--- src/rtl/psum_accum.sv ---
// psum_accum: accumulates signed partial sums from the compute unit in groups
// of acc_len, then emits one saturated PSUM_W-wide result per group until
// num_out results have been handed downstream.
// Optional build macro: PSUM_RELU_EN zeroes negative results after the clamp.
//
// Handshakes (both sides): a transfer happens on a rising edge where valid and
// ready are both 1. The producer holds data stable while valid=1 and ready=0.
// psum_ready is 1 only in ACCUM. out_valid and out_data hold steady in DRAIN
// until out_ready=1.
module psum_accum #(
  parameter int PSUM_W = 32,
  parameter int ACC_W  = 40,
  parameter int LEN_W  = 8
) (
  input  logic              clock,
  input  logic              rst_n,
  input  logic              start,
  input  logic [LEN_W-1:0]  acc_len,
  input  logic [LEN_W-1:0]  num_out,
  input  logic [PSUM_W-1:0] psum_in,
  input  logic              psum_valid,
  output logic              psum_ready,
  output logic [PSUM_W-1:0] out_data,
  output logic              out_valid,
  input  logic              out_ready,
  output logic              busy,
  output logic              done,
  output logic              sat_flag,
  output logic [1:0]        state_dbg
);

  typedef enum logic [1:0] {
    S_IDLE  = 2'd0,
    S_ACCUM = 2'd1,
    S_DRAIN = 2'd2
  } state_t;

  localparam logic [LEN_W-1:0] ONE   = LEN_W'(1);
  localparam logic [ACC_W-1:0] MAX_V = {{(ACC_W-PSUM_W+1){1'b0}}, {(PSUM_W-1){1'b1}}};
  localparam logic [ACC_W-1:0] MIN_V = {{(ACC_W-PSUM_W+1){1'b1}}, {(PSUM_W-1){1'b0}}};

  state_t            state, state_nxt;
  logic [ACC_W-1:0]  acc;
  logic [ACC_W-1:0]  acc_sum;
  logic [LEN_W-1:0]  psum_cnt, out_cnt, len_q, num_q;
  logic              psum_acc, out_acc, last_psum, last_out;
  logic [PSUM_W-1:0] clamp_val, res_val;
  logic              clamp_hit;

  assign psum_ready = (state == S_ACCUM);
  assign busy       = (state != S_IDLE);
  assign state_dbg  = state;

  // Counters count up from 0; comparing against len-1 makes a length of 0
  // naturally mean 2^LEN_W because the subtraction wraps.
  assign psum_acc  = (state == S_ACCUM) && psum_valid;
  assign out_acc   = (state == S_DRAIN) && out_ready;
  assign last_psum = (psum_cnt == len_q - ONE);
  assign last_out  = (out_cnt == num_q - ONE);

  // Sign-extend the incoming psum and add; clamp the running sum to PSUM_W.
  always_comb begin
    acc_sum   = acc + {{(ACC_W-PSUM_W){psum_in[PSUM_W-1]}}, psum_in};
    clamp_hit = 1'b0;
    clamp_val = acc_sum[PSUM_W-1:0];
    if ($signed(acc_sum) > $signed(MAX_V)) begin
      clamp_val = {1'b0, {(PSUM_W-1){1'b1}}};
      clamp_hit = 1'b1;
    end else if ($signed(acc_sum) < $signed(MIN_V)) begin
      clamp_val = {1'b1, {(PSUM_W-1){1'b0}}};
      clamp_hit = 1'b1;
    end
`ifdef PSUM_RELU_EN
    res_val = clamp_val[PSUM_W-1] ? '0 : clamp_val;
`else
    res_val = clamp_val;
`endif
  end

  // Next-state logic: job start, group complete, output accepted.
  always_comb begin
    state_nxt = state;
    unique case (state)
      S_IDLE:  if (start) state_nxt = S_ACCUM;
      S_ACCUM: if (psum_acc && last_psum) state_nxt = S_DRAIN;
      S_DRAIN: if (out_ready) state_nxt = last_out ? S_IDLE : S_ACCUM;
      default: state_nxt = S_IDLE;
    endcase
  end

  // State register.
  always_ff @(posedge clock or negedge rst_n) begin
    if (!rst_n) state <= S_IDLE;
    else        state <= state_nxt;
  end

  // Datapath: job setup, accumulation, result capture and output release.
  always_ff @(posedge clock or negedge rst_n) begin
    if (!rst_n) begin
      acc       <= '0;
      psum_cnt  <= '0;
      out_cnt   <= '0;
      len_q     <= '0;
      num_q     <= '0;
      out_data  <= '0;
      out_valid <= 1'b0;
      done      <= 1'b0;
      sat_flag  <= 1'b0;
    end else begin
      done <= 1'b0;
      unique case (state)
        S_IDLE: begin
          if (start) begin
            len_q    <= acc_len;
            num_q    <= num_out;
            acc      <= '0;
            psum_cnt <= '0;
            out_cnt  <= '0;
            sat_flag <= 1'b0;
          end
        end
        S_ACCUM: begin
          if (psum_acc) begin
            acc      <= acc_sum;
            psum_cnt <= psum_cnt + ONE;
            if (last_psum) begin
              out_data  <= res_val;
              out_valid <= 1'b1;
              sat_flag  <= sat_flag | clamp_hit;
            end
          end
        end
        S_DRAIN: begin
          if (out_acc) begin
            out_valid <= 1'b0;
            if (last_out) begin
              done <= 1'b1;
            end else begin
              acc      <= '0;
              psum_cnt <= '0;
              out_cnt  <= out_cnt + ONE;
            end
          end
        end
        default: ;
      endcase
    end
  end

endmodule

--- config.mk ---
export PLATFORM = sky130hd
export DESIGN_NAME = psum_accum
export DESIGN_NICKNAME = d
export VERILOG_FILES = /design/src/rtl/psum_accum.sv
export SDC_FILE = /design/constraint.sdc
export NUM_CORES = 1
export LEC_CHECK = 0
export CORE_UTILIZATION = 50
export CTS_BUF_LIST = sky130_fd_sc_hd__clkbuf_4
export DETAILED_ROUTE_END_ITERATION = 7
export PLACE_DENSITY = 0.81
export SETUP_SLACK_MARGIN = 0.1
export SLEW_MARGIN = 40
export SYNTH_ARGS = -nofsm -noshare
export SYNTH_HDL_FRONTEND = slang
export SYNTH_SLANG_ARGS = --single-unit
--- constraint.sdc ---
create_clock -name clock -period 11.32 [get_ports clock]
set_clock_uncertainty 0.05 [all_clocks]
set_input_delay 3.396 -clock clock [delete_from_list [all_inputs] [get_ports clock]]
set_output_delay 3.396 -clock clock [all_outputs]
set_load 0.01 [all_outputs]
==> flow_metrics.tcl <==
set metrics [dict create \
    status "finished, final reports clean" \
    hold_viol 0 \
    drc_errors 0 \
    clock_sinks 109 \
    rows 43 \
    drt-total-wl_um 19100 \
    grt.overflow.total 0 \
    antenna_found_initial 1 \
    hold_path_class "flop to flop" \
    ios 92 \
    synth_ff_type "dfrtp_1" \
    areaGrowthSynthToFinish_pct 15.8 \
    final_cells 1074 \
    postCtsHoldBufs 0 \
    place_inst 1057 \
    setup.worst_path.start_class "input pin" \
    p_leak_nw 3.68 \
    worst_pin_slew_ps 761 \
    layout.nets 986 \
    avgSynthCellArea_um2 8.92 \
    cts-resized-gates 0 \
    layout_setup_ws_ps 3940 \
    fmax_ghz 0.135 \
    p_per_area_mw_per_mm2 270 \
    vias 6549 \
    first_pass_iters 5 \
    h-tree-depth 3 \
    dpl_worst_slack_ps 3270 \
    stdcell_area_mm2 0.00848 \
    insertion_delay_ps 510 \
    layout-drive-gt1-share 0.0683 \
    netlist_instances 821 \
    design.die.area_mm2 0.0151 \
    rsz0062_at_grt "no" \
    ys_warn_count 0 \
    path_class "input pin to flop" \
    post-route-period-util 0.652 \
    worstPathMaxFanout 17 \
    die_width_um 123 \
    clock_path_buffers 2 \
    worstPathCellList "clkdlybuf4s50_1, ha_1, fa_1, a21o_1, a221o_1, a21oi_2, nor3_1, o2111a_1, a211o_1, or3b_2, o41ai_4, buf_4, buf_4, a221o_1" \
    viasPerCell 6.10 \
    synth.distinct_cells 71 \
    crit_path_top_delay_cell "or3b_2" \
    avgRoutedWirePerCell_um 17.8 \
    async_reset_ff_frac 1.00 \
    place_area_mm2 0.00834 \
    clk_pin_slew_ps 160 \
    grt_max_degree 65 \
    cts_tree "done" \
    yosysSeqAreaShare 0.372 \
    gp_congestion 0.928 \
    fin_crit_ps 7380 \
    seq_area_mm2 0.00273 \
    maxCapViolations 0 \
    grt_pass1_vias 6153 \
    setup_viol 0 \
    synth_edf_count 0 \
    fp.dieH_um 123 \
    ir_drop_v 0.000160 \
    n_fill_cell 1263 \
    coreArea_mm2 0.0141 \
    initial_core_util 0.520 \
    root_buffer "clkbuf_4" \
    max_stage_delay_ps 530 \
    drv_slew 0 \
    path_delay_family "compound AO/OA/AOI/OAI gates" \
    synth_fp_nets 918 \
    ant_nets 0 \
    grt_pass1_wl_um 31000 \
    crit_required_ps 11730 \
    ys_ff_latch 109 \
    synth_area_mm2 0.00732 \
    relSlewSlack 0.489 \
    grt_usage 0.264 \
    postCtsSetupRepairBufs 0 \
    place_hpwl_um 13700 \
    io_buffers 91 \
    cp-end-kind "flop" \
    final.setup.tns_ps 0 \
    cp.buffers_inverters 3 \
    arrival_ps 7790 \
    cts_buffers 9 \
    drtIter0Drc 466 \
    multi_input_area_mm2 0.00437 \
]
[power by group]
group          leakage, nW  internal [mW]  switching, mW
logic                 2.21          0.620          0.788
clock network       0.0679         0.0664          0.136
registers             1.40          0.555          0.126
[synthesized netlist by cell type, drive strengths merged, types with 3 or more instances]
cell type	instances	share of area
nand2	129	0.066
dfrtp	109	0.37
o21ai	76	0.052
a21oi	49	0.035
nor2	45	0.023
ha	43	0.073
xor2	34	0.042
a221o	33	0.045
clkbuf	31	0.016
xnor2	29	0.035
nand4	19	0.016
nand3	15	0.010
inv	14	0.0072
mux2	14	0.022
nor3	13	0.0089
a21o	12	0.012
and3	12	0.011
buf	11	0.011
nor2b	10	0.0085
o21a	10	0.010
o211ai	9	0.0092
or3	8	0.0068
a31oi	7	0.0060
or2	7	0.0060
a22o	6	0.0072
nand2b	6	0.0051
a211oi	5	0.0051
and2	5	0.0044
o22ai	5	0.0043
a211o	4	0.0048
and4	4	0.0050
a221oi	3	0.0036
nor4	3	0.0026
o21bai	3	0.0031
o221ai	3	0.0036
o31ai	3	0.0031
[final timing paths]
check / startpoint / cells after the start / to / slack (ps)
max in group asynchronous: rst_n / 2 / acc[21] / 7430
worst max-delay path: psum_in[0] / 14 / out_data[16] / 3940
worst max register to register: acc[0] / 13 / out_data[16] / 6860
worst min-delay path: acc[33] / 2 / acc[33] / 470
min in group asynchronous: rst_n / 1 / num_q[2] / 2830
worst min register to register: acc[33] / 2 / acc[33] / 470
[sequential cells by signal (all words and copies together) (netlist names)]
register and flops:
out_cnt 8, psum_cnt 8, sat_flag 1, done 1, state_dbg 2, num_q 8, acc 40, out_data 32
out_valid 1, len_q 8
[final cells by class]
class,count,area share
Inverter,14,0.00620
Clock buffer,9,0.00797
Antenna cell,1,0.000295
Clock inverter,6,0.00738
Tap cell,180,0.0266
Timing Repair Buffer,99,0.115
Sequential cell,109,0.322
Multi-Input combinational cell,656,0.515
[cell usage in the layout, fill, tap and decap left out, types with 7 or more instances in the layout]
cell             instances
inv_1                   14
a31oi_1                  7
nor2b_1                 10
nand2_1                129
clkdlybuf4s50_1         90
and3_1                  11
mux2_2                  14
xor2_1                  33
o211ai_1                 9
o21a_1                  10
nor2_1                  43
dfrtp_1                109
nor3_1                  13
a21oi_1                 46
nand4_1                 19
o21ai_0                 76
a221o_1                 33
xnor2_1                 29
nand3_1                 15
a21o_1                  12
buf_4                    8
or2_2                    7
clkbuf_4                 9
or3_1                    8
ha_1                    43
[stage by stage]
step	total power [mW]	hold slack, ps	utilization
after floorplan	1.66	404	-
after global placement	2.05	418	0.591
after detailed placement	2.07	430	0.592
after CTS	2.28	464	0.601
after global routing	2.47	506	0.602
final	2.29	466	0.602
[logic make-up (layout without fill, tap and decap cells)]
family | count (synthesis) | in the layout | share of synthesized area
other cells | 0 | 1 | 0
compound gates | 245 | 245 | 0.227
xor+xnor | 63 | 63 | 0.0764
buf+inv | 56 | 128 | 0.0345
mux | 16 | 16 | 0.0243
simple gates | 288 | 288 | 0.189
flops | 109 | 109 | 0.372
fa+ha+maj | 44 | 44 | 0.0762
[routing by layer]
layer	track usage	wire length [um]	vias up
met5	0	0	-
met4	0.0956	406	0
met3	0.0438	947	33
met2	0.420	8810	208
met1	0.364	8910	3173
li1	-	-	3135
[worst reg2reg max path, delay by kind of cell (launching register included)]
| kind | cells | cell delay (ps) |
|---|---|---|
| DFF | 1 | 410 |
| adders and majority gates | 2 | 630 |
| buffers and inverters | 2 | 540 |
| and+or+nand+nor | 2 | 710 |
| AOI/OAI and AO/OA | 7 | 2080 |
Note: power is estimated with default switching activity, not from simulation.
==> variant 1: new RTL, config.mk and constraints unchanged <==
The option `PSUM_RELU_EN` is turned on by a define.
--- a/src/rtl/psum_accum.sv
+++ b/src/rtl/psum_accum.sv
@@ -7,6 +7,8 @@
 // ready are both 1. The producer holds data stable while valid=1 and ready=0.
 // psum_ready is 1 only in ACCUM. out_valid and out_data hold steady in DRAIN
 // until out_ready=1.
+`define PSUM_RELU_EN
+
 module psum_accum #(
   parameter int PSUM_W = 32,
   parameter int ACC_W  = 40,
Check against the original RTL: not equivalent (Yosys sat finds a counterexample within 4 cycles, from zero or initial values and one cycle with rst_n low).
==> variant 1 against the original RTL <==
- design area is 1.0% lower
- setup slack better by 0.55 ns
- synthesized area is 0.46% lower
- global-route usage is 0.78 points lower
- non-clock buffer count is 3 lower
- routed wire length is 6.4% lower
- sequential cell count is 1 lower
- power is 4.5% lower
- combinational power is 6% lower
- critical endpoint is now sat_flag
==> variant 1: results (changes against the original RTL) <==
status complete, no violations; All-Layer GR Usage 0.257 (-0.00781); pre-CTS setup slack 3.93 ns (+0.662 ns); Fillers 1,270 (+0.55%); sequential cell fraction of total power 0.300 (+0.003); Hold Path Sink out_data[3]; Switching Share 0.467 (+0.00895); M1 WL 8340 µm (-6.4%); Largest regs acc (40), out_data (31); CP max stage cell nand4_4; gpl congestion 0.934 (+0.67%); critical path endpoint sat_flag; clk sink count 108 (-0.92%); R2R Setup Slk 7.37 ns (+0.51 ns); Clock net power 0.199 mW (-2%); Syn Nets 951 (+3.6%); largest net degree at the start of global routing 77 (+18%); Final Instance Count excl. Fillers 1,104 (+2.8%); Reg clk slew, reported paths 0.19 ns (+0.03 ns); synth unique cells 68 (-4.2%); multi-input combinational area share 0.513 (-0.00222); main area contributors after synthesis dfrtp_1, nand2_1, ha_1, xnor2_1, o21ai_0; Seq/total area 0.322 (+0.000373); PwrDens 261 nW/µm² (-3.5%); non-clock inverter count 17 (+3); Final nets 1,015 (+2.9%); vias in the first global route 6,170 (+0.28%); Leak 3.59 nW (-2.4%); hold slack 0.455 ns (-0.0113 ns); reg2reg path depth 12 (-1); vias per cell 5.76 (-5.5%); Fmax 146 MHz (+8.0%); IO buf count 90 (-1.1%); Crit Path Max Fanout 32 (+15); register area share after synthesis 0.371 (-0.00171)
==> variant 1: changes by cell type after synthesis, moves of 7 or more <==
| cell | unedited run | this run |
|---|---|---|
| o22ai_1 | 5 | 17 |
| xnor2_1 | 29 | 36 |
| o21ai_0 | 76 | 60 |
| o21ai_1 | 0 | 33 |
| a22oi_1 | 1 | 8 |
| a221o_1 | 33 | 0 |
| buf_2 | 3 | 10 |
| nor2_1 | 45 | 68 |
| nand2_1 | 129 | 147 |
==> variant 1: per-layer routing <==
metal,track usage,vias up
met3,0.0395,21
met2,0.423,170
met4,0.0663,0
met1,0.351,3020
met5,0,-
li1,-,3148
==> variant 1: cell families after synthesis <==
kind of cell / synth area share
flip-flops: 0.371
adder cells (fa/ha/maj): 0.0766
buffers and inverters: 0.0398
AND/OR/NAND/NOR: 0.204
other: 0.000514
AO/OA/AOI/OAI: 0.210
multiplexers: 0.0191
XOR/XNOR: 0.0793
==> variant 2: new RTL, same flow settings <==
Made on the original files. Put one more register stage on the output `state_dbg`, with the module's reset. The value now appears one clock later. The other outputs are not delayed to match.
--- a/src/rtl/psum_accum.sv
+++ b/src/rtl/psum_accum.sv
@@ -49,7 +49,13 @@
 
   assign psum_ready = (state == S_ACCUM);
   assign busy       = (state != S_IDLE);
-  assign state_dbg  = state;
+  always_ff @(posedge clock or negedge rst_n) begin
+    if (!rst_n) begin
+      state_dbg <= '0;
+    end else begin
+      state_dbg <= state;
+    end
+  end
 
   // Counters count up from 0; comparing against len-1 makes a length of 0
   // naturally mean 2^LEN_W because the subtraction wraps.
Formal check against the unedited RTL: not equivalent (a bounded check fails within 4 cycles, from zero or initial values and one cycle with rst_n low).
==> variant 2 against the original RTL <==
- the run now ends with DRC left
- global-route usage fell by 1.2 points
- design area rose by 2.6%
- clock power fell by 14%
- routed wire length fell by 2.0%
- hold slack got worse by 0.0095 ns
- setup slack improved by 0.27 ns
- via count rose by 0.34%
- sequential share of layout area fell by 0.23 points
- count of clock-buffer cells in the layout rose by 1
- synthesized area rose by 3.7%
- power fell by 4.7%
- die area rose by 3.7%
- sequential cell count rose by 2
==> variant 2: results (changes against the original RTL) <==
status finished, violations left; failing checks DRC; vias per cell 6.01 (-1.4%); CP max stage delay 0.58 ns (+0.05 ns); vias in the first global route 6,351 (+3.2%); gpl congestion 0.935 (+0.77%); post-route cell area 8700 µm² (+2.6%); Post-Synthesis Mean Instance Area 9.03 µm² (+1.3%); All-Layer GR Usage 0.252 (-0.0124); critical path launch point psum_in[0]; layout cell share with drive strength beyond 1 0.0859 (+0.0176); synth unique cells 74 (+4.2%); wire length of the first global-routing pass 31,700 µm (+2.5%); placed insts 1,077 (+1.9%); Syn Nets 938 (+2.2%); reg2reg path depth 12 (-1); CTS root buf clkbuf_4; RR Startpoint acc[0]; Rel. slew slack 0.479 (-0.00964); Leak 3.79 nW (+2.9%); placed cell areas 8600 µm² (+3.1%); largest net degree at the start of global routing 79 (+22%); pre-CTS setup slack 3.64 ns (+0.374 ns); initial drt markers 568 (+22%); worst vdd ir 0.119 mV (-26%); WL final 18,700 µm (-2.0%); CP max stage cell o31ai_4; Post-synth ARST share 1.00 (unchanged); first-pass iteration count of the detailed router 8 (+3); Final nets 1,001 (+1.5%); Fillers 1,258 (-0.40%); DP Wirelength 14,000 µm (+2.5%); top-count cell post-synth nand2_1; HP Start acc[26]; total CTS buffers 9 (unchanged); Worst EP arrival 7.45 ns (-0.34 ns); register area share after synthesis 0.366 (-0.00679); Reg clk slew, reported paths 0.16 ns (about the same); top post-synthesis cells by count nand2_1, dfrtp_1, a21oi_1, o21ai_0, nor2_1; CP top delay family compound AO/OA/AOI/OAI gates; CTS HTree Levels 3 (unchanged); Worst Hold Path Cells 2 (unchanged); drt drc 3 (+3); IO buf count 91 (unchanged); main area contributors after synthesis dfrtp_1, ha_1, nand2_1, xor2_1, a21oi_1; WL/cell 17.1 µm (-3.7%)
-- variant 2: power by group --
part	switching (mW)	internal, mW	leakage, nW	total (mW)
sequential	0.105	0.531	1.43	0.636
combinational	0.822	0.550	2.30	1.37
clock	0.131	0.0447	0.0595	0.175
total	1.06	1.13	3.79	2.18
-- variant 2: worst min-delay path, stage by stage, from the launching register on --
cell and delay (ns):
dfrtp_1 0.38, nand2_1 0.05, o21ai_0 0.06
-- variant 2: cell families after synthesis --
logic type,share of synthesized area
xor+xnor,0.0703
compound gates,0.247
mux,0.0245
flops,0.366
buf+inv,0.0385
fa+ha+maj,0.0735
simple gates,0.180
-- variant 2: cell type report --
class / instances / share of cell area
multi-input combinational: 665 / 0.522
antenna: 1 / 0.000288
clock inverter: 5 / 0.00302
tap: 184 / 0.0265
clock buffer: 10 / 0.00863
inverter: 18 / 0.00777
timing repair buffer: 99 / 0.113
sequential: 111 / 0.319
-- variant 2: final timing paths --
check | to | slack (ns)
max | out_data[29] | 4.20
min | acc[26] | 0.46
max reg2reg | out_data[29] | 7.12
min reg2reg | acc[26] | 0.46
max in group asynchronous | state[1] | 7.40
min in group asynchronous | out_data[13] | 2.76
-- variant 2: metal layers --
metal	vias up	share of wire	wire (µm)	GRT usage
met1	3136	0.47	8820	0.356
li1	3216	-	-	-
met4	0	0.024	448	0.0940
met2	183	0.45	8470	0.389
met5	-	0	0	0
met3	36	0.051	949	0.0411
